===== src/rtl/read_queue_manager_pkg.sv =====
// ----------------------------------------------------------------------------
// read_queue_manager_pkg
// Shared definitions for the read queue manager slice: default parameter
// values, the sequencer state encoding and the descriptor width helper.
// A descriptor is packed as {start_address, length_in_words}.
// ----------------------------------------------------------------------------
package read_queue_manager_pkg;

    localparam int DEF_NUM_OF_PRIORITIES = 8;
    localparam int DEF_PRIORITY_WIDTH    = 3;
    localparam int DEF_ADDRESS_WIDTH     = 12;
    localparam int DEF_LEN_WIDTH         = 6;
    localparam int DEF_QUEUE_DEPTH       = 8;
    localparam int DEF_DESC_WIDTH        = DEF_ADDRESS_WIDTH + DEF_LEN_WIDTH;

    // Sequencer states: wait for a select, pop the head descriptor,
    // emit one word address per cycle, then wait for the arbiter to let go.
    typedef enum logic [1:0] {
        IDLE   = 2'd0,
        LOAD   = 2'd1,
        STREAM = 2'd2,
        DRAIN  = 2'd3
    } seqState_t;

    // Width of one packed descriptor for a given address/length split.
    function automatic int descWidth(input int addrW, input int lenW);
        return addrW + lenW;
    endfunction

endpackage


===== src/rtl/read_queue_manager_desc_fifo.sv =====
// ----------------------------------------------------------------------------
// desc_fifo
// Single-priority circular descriptor FIFO. Pushes are ignored when full and
// pops are ignored when empty; a push and a pop in the same cycle both take
// effect and leave the occupancy unchanged. The head entry is presented
// combinationally on rdata_o.
//
// Ports:
//   clk      rising-edge clock
//   rst      asynchronous active-low reset (pointers and occupancy cleared)
//   push_i   write wdata_i at the tail
//   pop_i    drop the head entry
//   wdata_i  descriptor to store
//   rdata_o  descriptor at the head
//   full_o   occupancy equals DEPTH
//   empty_o  occupancy is zero
// ----------------------------------------------------------------------------
module desc_fifo #(
    parameter int DATA_W = 18,
    parameter int DEPTH  = 8
) (
    input  logic              clk,
    input  logic              rst,
    input  logic              push_i,
    input  logic              pop_i,
    input  logic [DATA_W-1:0] wdata_i,
    output logic [DATA_W-1:0] rdata_o,
    output logic              full_o,
    output logic              empty_o
);

    localparam int PTR_W = $clog2(DEPTH);
    localparam int CNT_W = PTR_W + 1;

    logic [DATA_W-1:0] mem_q [DEPTH];
    logic [PTR_W-1:0]  wrPtr_q;
    logic [PTR_W-1:0]  rdPtr_q;
    logic [CNT_W-1:0]  count_q;
    logic              doPush;
    logic              doPop;

    assign full_o  = (count_q == CNT_W'(DEPTH));
    assign empty_o = (count_q == '0);
    assign doPush  = push_i && !full_o;
    assign doPop   = pop_i && !empty_o;
    assign rdata_o = mem_q[rdPtr_q];

    // Pointers wrap naturally because DEPTH is a power of two; the separate
    // occupancy counter distinguishes full from empty when pointers meet.
    always_ff @(posedge clk or negedge rst) begin
        if (!rst) begin
            wrPtr_q <= '0;
            rdPtr_q <= '0;
            count_q <= '0;
        end else begin
            if (doPush) begin
                wrPtr_q <= wrPtr_q + 1'b1;
            end
            if (doPop) begin
                rdPtr_q <= rdPtr_q + 1'b1;
            end
            case ({doPush, doPop})
                2'b10:   count_q <= count_q + 1'b1;
                2'b01:   count_q <= count_q - 1'b1;
                default: count_q <= count_q;
            endcase
        end
    end

    // Storage needs no reset: an entry is only ever read after being written.
    always_ff @(posedge clk) begin
        if (doPush) begin
            mem_q[wrPtr_q] <= wdata_i;
        end
    end

endmodule


===== src/rtl/read_queue_manager.sv =====
// ----------------------------------------------------------------------------
// read_queue_manager
// Per-priority descriptor queues plus the SRAM read address sequencer that
// feeds the read arbiter. The write path pushes {addr, len} descriptors; the
// arbiter selects a priority (one-hot) and holds rd_request for the whole
// packet; this block pops that priority's oldest descriptor and streams
// consecutive word addresses, flagging the final one with last.
//
// Ports:
//   clk, rst         clock / asynchronous active-low reset
//   desc_vld/pri/addr/len  descriptor push from the write path
//   desc_rdy         queue addressed by desc_pri is not full
//   next_data        one-hot priority select from the arbiter
//   rd_request       held high by the arbiter for the whole transfer
//   prepared         bit i set while queue i holds a descriptor
//   address_to_read  registered SRAM word address
//   last             registered final-word flag
//   busy             a packet is being sequenced
//   err              one-cycle pulse after an illegal push or select
// ----------------------------------------------------------------------------
module read_queue_manager
    import read_queue_manager_pkg::*;
#(
    parameter int num_of_priorities = DEF_NUM_OF_PRIORITIES,
    parameter int priority_width    = DEF_PRIORITY_WIDTH,
    parameter int address_width     = DEF_ADDRESS_WIDTH,
    parameter int len_width         = DEF_LEN_WIDTH,
    parameter int queue_depth       = DEF_QUEUE_DEPTH
) (
    input  logic                         clk,
    input  logic                         rst,
    input  logic                         desc_vld,
    input  logic [priority_width-1:0]    desc_pri,
    input  logic [address_width-1:0]     desc_addr,
    input  logic [len_width-1:0]         desc_len,
    output logic                         desc_rdy,
    input  logic [num_of_priorities-1:0] next_data,
    input  logic                         rd_request,
    output logic [num_of_priorities-1:0] prepared,
    output logic [address_width-1:0]     address_to_read,
    output logic                         last,
    output logic                         busy,
    output logic                         err
);

    localparam int DescW = descWidth(address_width, len_width);

    seqState_t                    state_q;
    seqState_t                    state_d;
    logic [num_of_priorities-1:0] pushVec;
    logic [num_of_priorities-1:0] popVec;
    logic [num_of_priorities-1:0] fullVec;
    logic [num_of_priorities-1:0] emptyVec;
    logic [DescW-1:0]             headDesc [num_of_priorities];
    logic [DescW-1:0]             loadDesc;
    logic [priority_width-1:0]    priSel_q;
    logic [priority_width-1:0]    selPri;
    logic                         selOneHot;
    logic                         selValid;
    logic                         pushAccept;
    logic                         pushErr;
    logic                         selErr;
    logic                         popEn;
    logic                         streamEn;
    logic [address_width-1:0]     curAddr_q;
    logic [len_width-1:0]         remaining_q;
    logic [address_width-1:0]     addrOut_q;
    logic                         last_q;
    logic                         err_q;

    assign desc_rdy   = !fullVec[desc_pri];
    assign prepared   = ~emptyVec;
    assign pushAccept = desc_vld && desc_rdy && (desc_len != '0);
    assign pushErr    = desc_vld && (!desc_rdy || (desc_len == '0));
    assign loadDesc   = headDesc[priSel_q];

    // One FIFO per priority. Each queue only sees pushes addressed to it and
    // pops for the priority latched at select time.
    for (genvar g = 0; g < num_of_priorities; g++) begin : gQueue
        assign pushVec[g] = pushAccept && (desc_pri == priority_width'(g));
        assign popVec[g]  = popEn && (priSel_q == priority_width'(g));

        desc_fifo #(
            .DATA_W (DescW),
            .DEPTH  (queue_depth)
        ) uFifo (
            .clk     (clk),
            .rst     (rst),
            .push_i  (pushVec[g]),
            .pop_i   (popVec[g]),
            .wdata_i ({desc_addr, desc_len}),
            .rdata_o (headDesc[g]),
            .full_o  (fullVec[g]),
            .empty_o (emptyVec[g])
        );
    end

    // Validate and encode the arbiter's select. A select is only usable when
    // exactly one bit is set and that queue currently holds a descriptor.
    always_comb begin
        selPri = '0;
        for (int i = 0; i < num_of_priorities; i++) begin
            if (next_data[i]) begin
                selPri = priority_width'(i);
            end
        end
        selOneHot = (next_data != '0) && ((next_data & (next_data - 1'b1)) == '0);
        selValid  = selOneHot && ((next_data & prepared) != '0);
    end

    // Sequencer state register.
    always_ff @(posedge clk or negedge rst) begin
        if (!rst) begin
            state_q <= IDLE;
        end else begin
            state_q <= state_d;
        end
    end

    // Next-state logic. Dropping rd_request in LOAD or STREAM abandons the
    // packet; the descriptor has already left its queue and is not restored.
    always_comb begin
        state_d = state_q;
        case (state_q)
            IDLE: begin
                if (rd_request && selValid) begin
                    state_d = LOAD;
                end
            end
            LOAD: begin
                state_d = rd_request ? STREAM : IDLE;
            end
            STREAM: begin
                if (!rd_request) begin
                    state_d = IDLE;
                end else if (remaining_q == len_width'(1)) begin
                    state_d = DRAIN;
                end
            end
            DRAIN: begin
                if (!rd_request) begin
                    state_d = IDLE;
                end
            end
            default: state_d = IDLE;
        endcase
    end

    // State-decoded controls: pop in LOAD, advance the counters while
    // streaming, and flag a bad select seen while idle.
    always_comb begin
        busy     = (state_q != IDLE);
        popEn    = (state_q == LOAD);
        streamEn = (state_q == STREAM) && rd_request;
        selErr   = (state_q == IDLE) && rd_request && !selValid;
    end

    // Address/remaining counters and the registered outputs. The output
    // register captures the counter value of each STREAM cycle, so the first
    // address appears two edges after the select is accepted. Outside an
    // active STREAM cycle last clears and the address holds.
    always_ff @(posedge clk or negedge rst) begin
        if (!rst) begin
            priSel_q    <= '0;
            curAddr_q   <= '0;
            remaining_q <= '0;
            addrOut_q   <= '0;
            last_q      <= 1'b0;
            err_q       <= 1'b0;
        end else begin
            err_q <= pushErr || selErr;
            if ((state_q == IDLE) && (state_d == LOAD)) begin
                priSel_q <= selPri;
            end
            if (popEn) begin
                curAddr_q   <= loadDesc[DescW-1 -: address_width];
                remaining_q <= loadDesc[len_width-1:0];
            end else if (streamEn) begin
                curAddr_q   <= curAddr_q + 1'b1;
                remaining_q <= remaining_q - 1'b1;
            end
            if (streamEn) begin
                addrOut_q <= curAddr_q;
                last_q    <= (remaining_q == len_width'(1));
            end else begin
                last_q    <= 1'b0;
            end
        end
    end

    assign address_to_read = addrOut_q;
    assign last            = last_q;
    assign err             = err_q;

endmodule


===== config.mk =====
export PLATFORM = sky130hd
export DESIGN_NAME = read_queue_manager
export DESIGN_NICKNAME = d
export VERILOG_FILES = /design/src/rtl/read_queue_manager_pkg.sv /design/src/rtl/read_queue_manager_desc_fifo.sv /design/src/rtl/read_queue_manager.sv
export SDC_FILE = /design/constraint.sdc
export NUM_CORES = 1
export LEC_CHECK = 0
export ABC_AREA = 1
export BUFFER_PORTS_ARGS = -buffer_cell sky130_fd_sc_hd__clkbuf_2
export CAP_MARGIN = 15
export CORE_MARGIN = 2
export CORE_UTILIZATION = 36
export DETAILED_ROUTE_END_ITERATION = 8
export MAX_ROUTING_LAYER = met4
export PLACE_DENSITY_LB_ADDON = 0.15
export REMOVE_ABC_BUFFERS = 1
export SYNTH_ARGS = -nofsm -noshare
export SYNTH_HDL_FRONTEND = slang
export SYNTH_HIERARCHICAL = 1
export SYNTH_SLANG_ARGS = --single-unit

===== constraint.sdc =====
create_clock -name clk -period 4.25 [get_ports clk]
set_input_delay 0.6375 -clock clk [delete_from_list [all_inputs] [get_ports clk]]
set_output_delay 0.6375 -clock clk [all_outputs]
set_load 0.03 [all_outputs]

Word level (Yosys, flattened, before mapping) --
Memory sizes are Yosys's and may differ from the RTL's. Index checks and enable logic that the tools add are counted.
Operators by class: add/subtract/negate cells 35, order comparisons 2, eq/ne operators 43, muxes and demuxes 47, bitwise logic cells 4, reductions and logical operators 88
Operators with widths (count):
- 4-bit one-hot mux with 2 select lines | 8
- 18-bit binary-select mux with 3-bit select | 1
- 3-bit by 1-bit adder with 3-bit output (second input constant) | 16
- 1-bit logical AND | 42
- 18-bit two-way mux | 2
- 4-bit by 1-bit adder with 4-bit output (second input constant) | 8
- 4-bit == test (second input constant) | 8
- 4-bit logical NOT | 8
- 4-bit by 1-bit subtractor with 4-bit output (second input constant) | 8
- 3-bit == test (second input constant) | 8
- 12-bit two-way mux | 2
- 2-bit by 1-bit == test with 1-bit output (second input constant) | 10
- 2-bit == test (second input constant) | 10
- 2-bit nonzero test | 10
- 1-bit two-way mux | 19
- 1-bit logical NOT | 18
- 8-bit bitwise AND | 2
- 8-bit nonzero test | 2
- 2-bit two-way mux | 7
- 12-bit by 1-bit adder with 12-bit output (second input constant) | 1
- 3-bit by 2-bit == test with 1-bit output (second input constant) | 4
- 3-bit two-way mux | 4
- 6-bit two-way mux | 2
- 8-bit logical NOT | 1
- 15 further kinds | 18
Storage, ports and cells: bits in registers 117, RAM bits 1152, output and inout port bits 24, logic and storage cells 258, memories kept 8
Memories:
- gQueue[0].uFifo.mem_q | depth 8, width 18, rd ports 1, clocked after memory_dff 0, wr ports 1, RTL line read_queue_manager_desc_fifo.sv:35 | logic [DATA_W-1:0] mem_q [DEPTH];
- gQueue[1].uFifo.mem_q | depth 8, width 18, rd ports 1, clocked after memory_dff 0, wr ports 1, RTL line read_queue_manager_desc_fifo.sv:35
- gQueue[2].uFifo.mem_q | depth 8, width 18, rd ports 1, clocked after memory_dff 0, wr ports 1, RTL line read_queue_manager_desc_fifo.sv:35
- gQueue[3].uFifo.mem_q | depth 8, width 18, rd ports 1, clocked after memory_dff 0, wr ports 1, RTL line read_queue_manager_desc_fifo.sv:35
- gQueue[4].uFifo.mem_q | depth 8, width 18, rd ports 1, clocked after memory_dff 0, wr ports 1, RTL line read_queue_manager_desc_fifo.sv:35
- gQueue[5].uFifo.mem_q | depth 8, width 18, rd ports 1, clocked after memory_dff 0, wr ports 1, RTL line read_queue_manager_desc_fifo.sv:35
- +2 memories

Longest topological paths before layout --
Gate-level depths: netlist of the first run.
depth after elaboration 10, mapped depth 20

By module --
Netlist of the first run, hierarchy kept.
Modules (own cells, without submodules):
- desc_fifo | times used 8, cells an instance 702, area an instance 6846.6 µm², seq. area each 4574.4 µm²
- read_queue_manager | times used 1, cells an instance 544, area an instance 3266.9 µm², seq. area each 925.9 µm²

Least setup slack after synthesis of the first run --
Ideal clock, no wire load.
kind input to register, start input port desc_pri[1], end memory gQueue[2].uFifo.mem_q[4][0] (enable), setup time 416 ps, arrival 3146 ps, required time 3834 ps, path slack 688 ps, stages on the path 13, cell sequence inv_1 nand2_1 inv_1 nand2_1 nand2_1 nor2_1 nand2_1 nand2_1 nand3_1 nor2_1 nand2_2 buf_6 nor3_1
On the way: word-level cells in the longest chain between the ends 9, elaborated cells between the ends (all ways) 10
Ends and longest elaborated chain:
- from (decl) | RTL line read_queue_manager.sv:33 | input logic [priority_width-1:0] desc_pri,
- 1-bit binary-select mux with 3-bit select | RTL line read_queue_manager.sv:71 | assign desc_rdy = !fullVec[desc_pri];
- 1-bit two-way mux (not written as such) | RTL line read_queue_manager.sv:71
- 1-bit logical NOT | RTL line read_queue_manager.sv:71
- named net desc_rdy | RTL line read_queue_manager.sv:36 | output logic desc_rdy,
- 1-bit logical AND (2 in series) | RTL line read_queue_manager.sv:73 | assign pushAccept = desc_vld && desc_rdy && (desc_len != '0);
- 1-bit logical AND | RTL line read_queue_manager.sv:80 | assign pushVec[g] = pushAccept && (desc_pri == priority_width'(g));
- named net pushVec[2] | RTL line read_queue_manager.sv:50 | logic [num_of_priorities-1:0] pushVec;
- 1-bit logical AND | RTL line read_queue_manager_desc_fifo.sv:44 | assign doPush = push_i && !full_o;
- 1-bit two-way mux | RTL line read_queue_manager_desc_fifo.sv:72 | if (doPush) begin
- 1-bit two-way mux (not written as such) | RTL line read_queue_manager_desc_fifo.sv:73 | mem_q[wrPtr_q] <= wdata_i;
- to (decl) | RTL line read_queue_manager_desc_fifo.sv:35
The timed path passes the listed nets, and every way through them passes these cells. The select of a mux whose other input is x is not followed.

Worst setup path in the final report of the first run --
start register gQueue[3].uFifo.count_q[0], end memory gQueue[1].uFifo.mem_q[7][11] (enable)
On the way: word-level cells in the longest chain between the ends 10
Ends and longest elaborated chain:
- from (decl) | RTL line read_queue_manager_desc_fifo.sv:38 | logic [CNT_W-1:0] count_q;
- from (signal assigned) | RTL line read_queue_manager_desc_fifo.sv:63 | 2'b10: count_q <= count_q + 1'b1;
- from (signal assigned) | RTL line read_queue_manager_desc_fifo.sv:64 | 2'b01: count_q <= count_q - 1'b1;
- from (signal assigned) | RTL line read_queue_manager_desc_fifo.sv:65 | default: count_q <= count_q;
- 4-bit == test | RTL line read_queue_manager_desc_fifo.sv:42 | assign full_o = (count_q == CNT_W'(DEPTH));
- named net fullVec[3] | RTL line read_queue_manager.sv:52 | logic [num_of_priorities-1:0] fullVec;
- 1-bit binary-select mux with 3-bit select | RTL line read_queue_manager.sv:71
- 1-bit two-way mux (not written as such) | RTL line read_queue_manager.sv:71
- 1-bit logical NOT | RTL line read_queue_manager.sv:71
- 1-bit logical AND (2 in series) | RTL line read_queue_manager.sv:73
- 1-bit logical AND | RTL line read_queue_manager.sv:80
- named net pushVec[1] | RTL line read_queue_manager.sv:50
- 1-bit logical AND | RTL line read_queue_manager_desc_fifo.sv:44
- 1-bit two-way mux | RTL line read_queue_manager_desc_fifo.sv:72
- 1-bit two-way mux (not written as such) | RTL line read_queue_manager_desc_fifo.sv:73
- to (decl) | RTL line read_queue_manager_desc_fifo.sv:35
The timed path passes the listed nets, and every way through them passes these cells. The select of a mux whose other input is x is not followed.

==> flow_summary.json, run 1 <==
{
  "async_flop_share": 0.0922,
  "clkSinkCount": 1269,
  "leakage_nw": 27.3,
  "power_frac_clock": 0.401,
  "finalClockSkew_ns": 0.0243,
  "setup-tns-final_ns": 0,
  "cp.arrival_ns": 3.87,
  "pre_cts_slack_ns": 0.753,
  "antenna_left": 0,
  "initial_core_util": 0.362,
  "crit_type": "reg -> reg",
  "cap_violations": 0,
  "yosys_warnings": 6,
  "drc": 0,
  "netlist-cell-type-count": 32,
  "rsz0062_at_grt": "no",
  "cp_max_fo": 12,
  "final_cell_mix": "nand2_1, nor2_1, edfxtp_1",
  "cp-endpoint": "gQueue[1].uFifo/mem_q[7][11]",
  "dieWidth_um": 406,
  "slew_headroom": 0.251,
  "clk_pin_slew_ns": 0.06,
  "drt_iter0_drc": 3125,
  "rows": 147,
  "syn_avg_cell_area_um2": 9.42,
  "critical_path.cell_chain": "nor2_1 > nand3_1 > inv_1 > inv_1 > nor2_1 > a21oi_1 > nand3_1 > nand2_1 > nand3_1 > nor2_1 > nand2_2 > buf_4 > nor3_2 > buf_4",
  "grt_first_pass_wirelength_um": 245000,
  "dp_cells": 8297,
  "worstMarginPinSlew_ns": 1.12,
  "switching_power_w": 0.00808,
  "min_period_over_period": 0.802,
  "worstSetupStartpointType": "flop",
  "hold_class": "in -> reg",
  "gp_congestion": 0.895,
  "crit_path_end_kind": "flop",
  "die_h_um": 406,
  "ys_seq_area_frac": 0.646,
  "seq_power_share": 0.487,
  "pwr_density_cell_mw_per_mm2": 458,
  "dr.pass1.iters": 5,
  "synth-edff-count": 1152,
  "grtUsageMet2": 0.311,
  "die_area_mm2": 0.164,
  "vias_per_cell": 4.58,
  "met3_usage": 0.0315,
  "status": "completed",
  "critPathRequiredTime_ns": 4.71,
  "combPwrFrac": 0.112,
  "internal_power_w": 0.0219,
  "drive_gt1_frac": 0.0820,
  "antenna_found_initial": 11,
  "syn2layout_area_growth_pct": 12.9,
  "wire_per_inst_um": 19.2,
  "critPathMaxStageDelay_ns": 0.67,
  "rr_endpoint": "gQueue[1].uFifo/mem_q[7][11]",
  "root_buffer": "clkbuf_16",
  "numCtsBuffers": 146,
  "met1_usage": 0.293,
  "grt-ovfl-total": 0,
  "crit_start": "gQueue[3].uFifo/count_q[0]",
  "htree_levels": 4,
  "final_common_cell": "nand2_1",
  "syn_inst": 6160,
  "reg2reg_slack_ns": 0.84,
  "p_sw_frac": 0.269,
  "r2r_cells": 14,
  "hpwl_um": 104000,
  "fmax_ghz": 0.293,
  "cts_tree": "yes",
  "ios": 57,
  "stdcell_count": 8574,
  "slew_viol_final": 0,
  "power_w": 0.0300,
  "portBuffers": 56,
  "period_minus_slack_ns": 3.41,
  "final_nets": 6370,
  "grt_busiest_layer": "met2",
  "track_usage": 0.207,
  "grt_max_degree": 94,
  "postLayoutSetupSlackWorst_ns": 0.842,
  "post_cts_buffers": 0,
  "ys_seq_elements": 1269,
  "final-setup-viol-count": 0,
  "fin_area_mm2": 0.0655,
  "r2r-start": "gQueue[3].uFifo/count_q[0]",
  "critPathSlowestCell": "nor3_2",
  "cts_resized": 0,
  "syn_area_mm2": 0.0580,
  "clock_latency_ns": 0.78,
  "clock_path_buffers": 3,
  "core_area_mm2": 0.160,
  "hold_viol_final": 0,
  "wl_um": 164000,
  "placed_area_mm2": 0.0610,
  "first_global_vias": 37261,
  "ys.flop_type": "edfxtp_1",
  "peakVddDrop_mv": 0.455,
  "holdBufCountCts": 1,
  "via_count": 39297
}
==> worst max-delay path: cells and delay by family, from the launching register on <==
kind / cells / cell delay [ns]
compound gates: 1 / 0.12
flops: 1 / 0.41
buf+inv: 4 / 0.70
simple gates: 9 / 1.85
==> through the flow <==
| stage | hold WS, ns | util |
|---|---|---|
| final | 0.234 | 0.408 |
| after global routing | 0.197 | 0.408 |
| after CTS | 0.152 | 0.408 |
| after detailed placement | 0.466 | 0.380 |
| after global placement | 0.460 | 0.380 |
| after floorplan | 0.342 | - |
==> registers in the layout, summed over array words and instances (netlist names) <==
name and count:
curAddr_q 12, last 1, gQueue.uFifo/wrPtr_q 24, state_q 2
gQueue.uFifo/rdPtr_q 24, priSel_q 3, gQueue.uFifo/mem_q 1152, remaining_q 6
address_to_read 12, err 1, gQueue.uFifo/count_q 32
==> metal layers <==
metal | vias to the layer above | share of wire | routed length [µm]
li1 | 19517 | - | -
met4 | 0 | 0.024 | 4010
met2 | 837 | 0.45 | 73400
met1 | 18738 | 0.48 | 78300
met3 | 205 | 0.052 | 8530
met5 | - | 0 | 0
==> layout make-up <==
cell class                 count  area, µm²
antenna                       10       25.0
clock buffer                 188       3890
clock inverter                78        629
fill                       15873      94900
inverter                     754       2830
multi-input combinational   3902      16300
sequential                  1269      37600
tap                         2160       2700
timing repair buffer         213       1580
==> worst min-delay path by stage <==
stage | start | endpoint | slack, ns | cells after the start
after floorplan | rst | address_to_read[0] | 0.34 | 0
after global routing | desc_vld | err | 0.20 | 3
after detailed placement | remaining_q[5] | remaining_q[5] | 0.47 | 2
after global placement | address_to_read[9] | address_to_read[9] | 0.46 | 2
final | desc_vld | err | 0.23 | 3
after CTS | desc_vld | err | 0.15 | 3
==> Yosys cell counts (all sizes together) (2+ instances only) <==
library cell | count | area (µm²)
dfrtp | 117 | 2930
nor2 | 1235 | 4690
nand4 | 27 | 169
buf | 225 | 1670
clkbuf | 10 | 37.5
a21oi | 33 | 165
xor2 | 18 | 158
nand2 | 2268 | 8540
fa | 8 | 160
ha | 43 | 538
clkinv | 8 | 30.0
nand3 | 75 | 380
o21ai | 60 | 300
o21bai | 2 | 15.0
or2 | 9 | 56.3
a22oi | 21 | 158
xnor2 | 34 | 298
nor3 | 67 | 335
inv | 746 | 2800
edfxtp | 1152 | 34600
==> power groups by stage <==
stage	Clock [W]	Sequential [W]	Combinational, W
global placement	0	0.0148	0.00335
CTS	0.0124	0.0146	0.00337
detailed placement	0	0.0149	0.00336
global route	0.0128	0.0147	0.00372
finish	0.0120	0.0146	0.00335
floorplan	0	0.0148	0.00177
==> kinds of logic after synthesis <==
logic type,share of synthesized area
adders and majority gates,0.0120
buffers and inverters,0.0783
DFF,0.646
AOI/OAI and AO/OA,0.0111
xor gates and xnor gates,0.00785
and+or+nand+nor,0.244
Power figures use the tool's default switching activity.
==> run 2: changes to the inputs <==
- ABC_AREA: 1 -> 0
- clock period: 4.25 -> 3.4 ns (I/O delays scaled with it)
==> flow_summary.json, run 2 <==
{
  "hold_viol_final": 0,
  "final_cell_mix": "edfxtp_1, mux4_1, buf_4",
  "rsz0062_at_grt": "yes",
  "hpwl_um": 88000,
  "slew_headroom": 0.211,
  "clk_pin_slew_ns": 0.06,
  "grt-ovfl-total": 0,
  "yosysMostFrequentCell": "edfxtp_1",
  "ys_seq_area_frac": 0.716,
  "rr_endpoint": "gQueue[5].uFifo/count_q[3]",
  "placed_area_mm2": 0.0575,
  "syn_area_mm2": 0.0524,
  "cap_violations": 0,
  "synth_top_area_share": 0.660,
  "min_to": "priSel_q[0]",
  "cp.arrival_ns": 4.13,
  "worstMarginPinSlew_ns": 1.18,
  "syn2layout_area_growth_pct": 19.7,
  "wire_per_inst_um": 28.4,
  "critPathRequiredTime_ns": 4.08,
  "netlist-cell-type-count": 53,
  "top_register": "gQueue.uFifo/mem_q",
  "finalClockSkew_ns": 0.0239,
  "synth-edff-count": 1152,
  "wl_um": 140000,
  "die_area_mm2": 0.149,
  "syn_inst": 2521,
  "antenna_found_initial": 4,
  "die_h_um": 385,
  "syn_avg_cell_area_um2": 20.8,
  "portBuffers": 56,
  "ys_seq_elements": 1269,
  "min-delay-start": "next_data[7]",
  "cts_tree": "yes",
  "clock_latency_ns": 0.77,
  "numCtsBuffers": 136,
  "status": "finished with violations",
  "fmax_ghz": 0.290,
  "ys.flop_type": "edfxtp_1",
  "yosys-top-cells-count": "edfxtp_1, mux4_1, mux2_2",
  "via_count": 26273,
  "rows": 139,
  "crit_type": "reg -> reg",
  "ios": 57,
  "largest_reg_flops": 1152,
  "final-setup-viol-count": 2,
  "violations": "negative setup slack",
  "track_usage": 0.195,
  "final_nets": 2983,
  "gp_congestion": 0.840,
  "drc": 0,
  "first_global_vias": 27038,
  "root_buffer": "clkbuf_16",
  "r2r-start": "gQueue[3].uFifo/count_q[3]",
  "vias_per_cell": 5.34,
  "dieWidth_um": 385,
  "period_minus_slack_ns": 3.45,
  "synth_area_leaders": "edfxtp_1, mux4_1, dfrtp_1",
  "core_area_mm2": 0.144,
  "slew_viol_final": 0,
  "drive_gt1_frac": 0.323,
  "pwr_density_cell_mw_per_mm2": 608,
  "yosys_warnings": 6,
  "synth_top_area_cell": "edfxtp_1",
  "reg2reg_slack_ns": -0.05,
  "final_common_cell": "edfxtp_1",
  "hold_class": "in -> reg",
  "hold_depth": 3,
  "setup-tns-final_ns": -0.0646,
  "postLayoutSetupSlackWorst_ns": -0.0524,
  "min_period_over_period": 1.02,
  "clkSinkCount": 1269,
  "reg_top3": "gQueue.uFifo/mem_q x1152, gQueue.uFifo/count_q x32",
  "r2r_cells": 14,
  "htree_levels": 4,
  "peakVddDrop_mv": 0.502,
  "leakage_nw": 20.7,
  "grt_max_degree": 70,
  "dr.pass1.iters": 5,
  "worstSetupStartpointType": "flop",
  "antenna_left": 0,
  "cp_max_fo": 5,
  "fin_hold_ws_ns": 0.159,
  "async_flop_share": 0.0922,
  "drt_iter0_drc": 2266,
  "initial_core_util": 0.364,
  "pre_cts_slack_ns": -0.599,
  "grt_first_pass_wirelength_um": 199000,
  "fin_area_mm2": 0.0627,
  "clock_path_buffers": 3,
  "crit_path_end_kind": "flop"
}
==> run 2: cell types whose count changed in the layout (fill, tap and decap cells not counted), sizes merged, moves of 25 or more <==
| cell | change |
|---|---|
| nand2 | -2157 |
| nor2 | -1166 |
| inv | -680 |
| mux4 | +324 |
| mux2 | +165 |
| buf | +114 |
| o21ai | -44 |
| nand3 | -41 |
| nor3 | -40 |
| nor3b | +25 |
==> run 2: critical path, cell delays in order (launching register included) <==
cell	delay (ns)
dfrtp_1	0.37
or4b_4	0.21
inv_2	0.03
mux4_2	0.46
mux2_4	0.29
a21o_1	0.19
or2_4	0.29
nor3_4	0.23
nand2_2	0.11
ha_4	0.19
buf_6	0.13
ha_4	0.22
a21oi_2	0.16
mux2_4	0.31
o211ai_1	0.17
==> run 2: layout make-up <==
| cell class | instances | area, µm² |
|---|---|---|
| clock inverters | 67 | 520 |
| multi-input cells | 1078 | 14700 |
| fillers | 12418 | 81300 |
| flip-flops and latches | 1269 | 37500 |
| inverters | 66 | 248 |
| clock buffers | 181 | 3760 |
| well taps | 1903 | 2380 |
| repair buffers | 348 | 3570 |
| diodes | 4 | 10.0 |
==> run 2: worst max path at each step <==
stage	start	to	cells past startpoint
6_report	gQueue[3].uFifo/count_q[3]	gQueue[5].uFifo/count_q[3]	14
5_1_grt	gQueue[3].uFifo/count_q[3]	gQueue[5].uFifo/count_q[3]	14
4_1_cts	gQueue[3].uFifo/count_q[3]	gQueue[5].uFifo/count_q[3]	13
3_5_place_dp	desc_pri[0]	gQueue[4].uFifo/count_q[3]	13
3_3_place_gp	desc_pri[0]	gQueue[4].uFifo/count_q[3]	13
2_1_floorplan	gQueue[5].uFifo/count_q[3]	gQueue[4].uFifo/mem_q[1][0]	9
==> run 2: metal layers <==
metal,part of all wire,global-route usage
met5,0,-
met4,0.016,0.0441
met3,0.043,0.0268
met2,0.50,0.315
met1,0.44,0.264
==> run 2: metrics by stage <==
stage	power (W)	cells	utilization
4_1_cts	0.0384	4894	0.433
5_1_grt	0.0396	4912	0.436
6_report	0.0381	4916	0.436
2_1_floorplan	0.0213	2413	-
3_5_place_dp	0.0238	4630	0.399
3_3_place_gp	0.0236	4630	0.399
==> run 2: what timing repair did <==
action | in CTS | in global routing
hold buffers | 2 | 0
setup endpoints to repair | 107 | 76
buffers inserted | 16 | 20
gates cloned | 0 | 3
pin swaps | 24 | 37
gates resized for setup | 80 | 46
endpoints found under the hold margin | 70 | 0
==> run 2: where the power goes <==
part / internal (W) / leakage, nW / switching [W]
sequential: 0.0178 / 11.8 / 0.000575
combinational: 0.00241 / 6.79 / 0.00308
clock: 0.00824 / 2.10 / 0.00605
total: 0.0284 / 20.7 / 0.00971
==> run 2: logic make-up after synthesis <==
kind of cell | synth area share
compound gates | 0.0139
xor+xnor | 0.0104
fa+ha+maj | 0.0133
buf+inv | 0.0182
flops | 0.716
mux | 0.193
simple gates | 0.0348
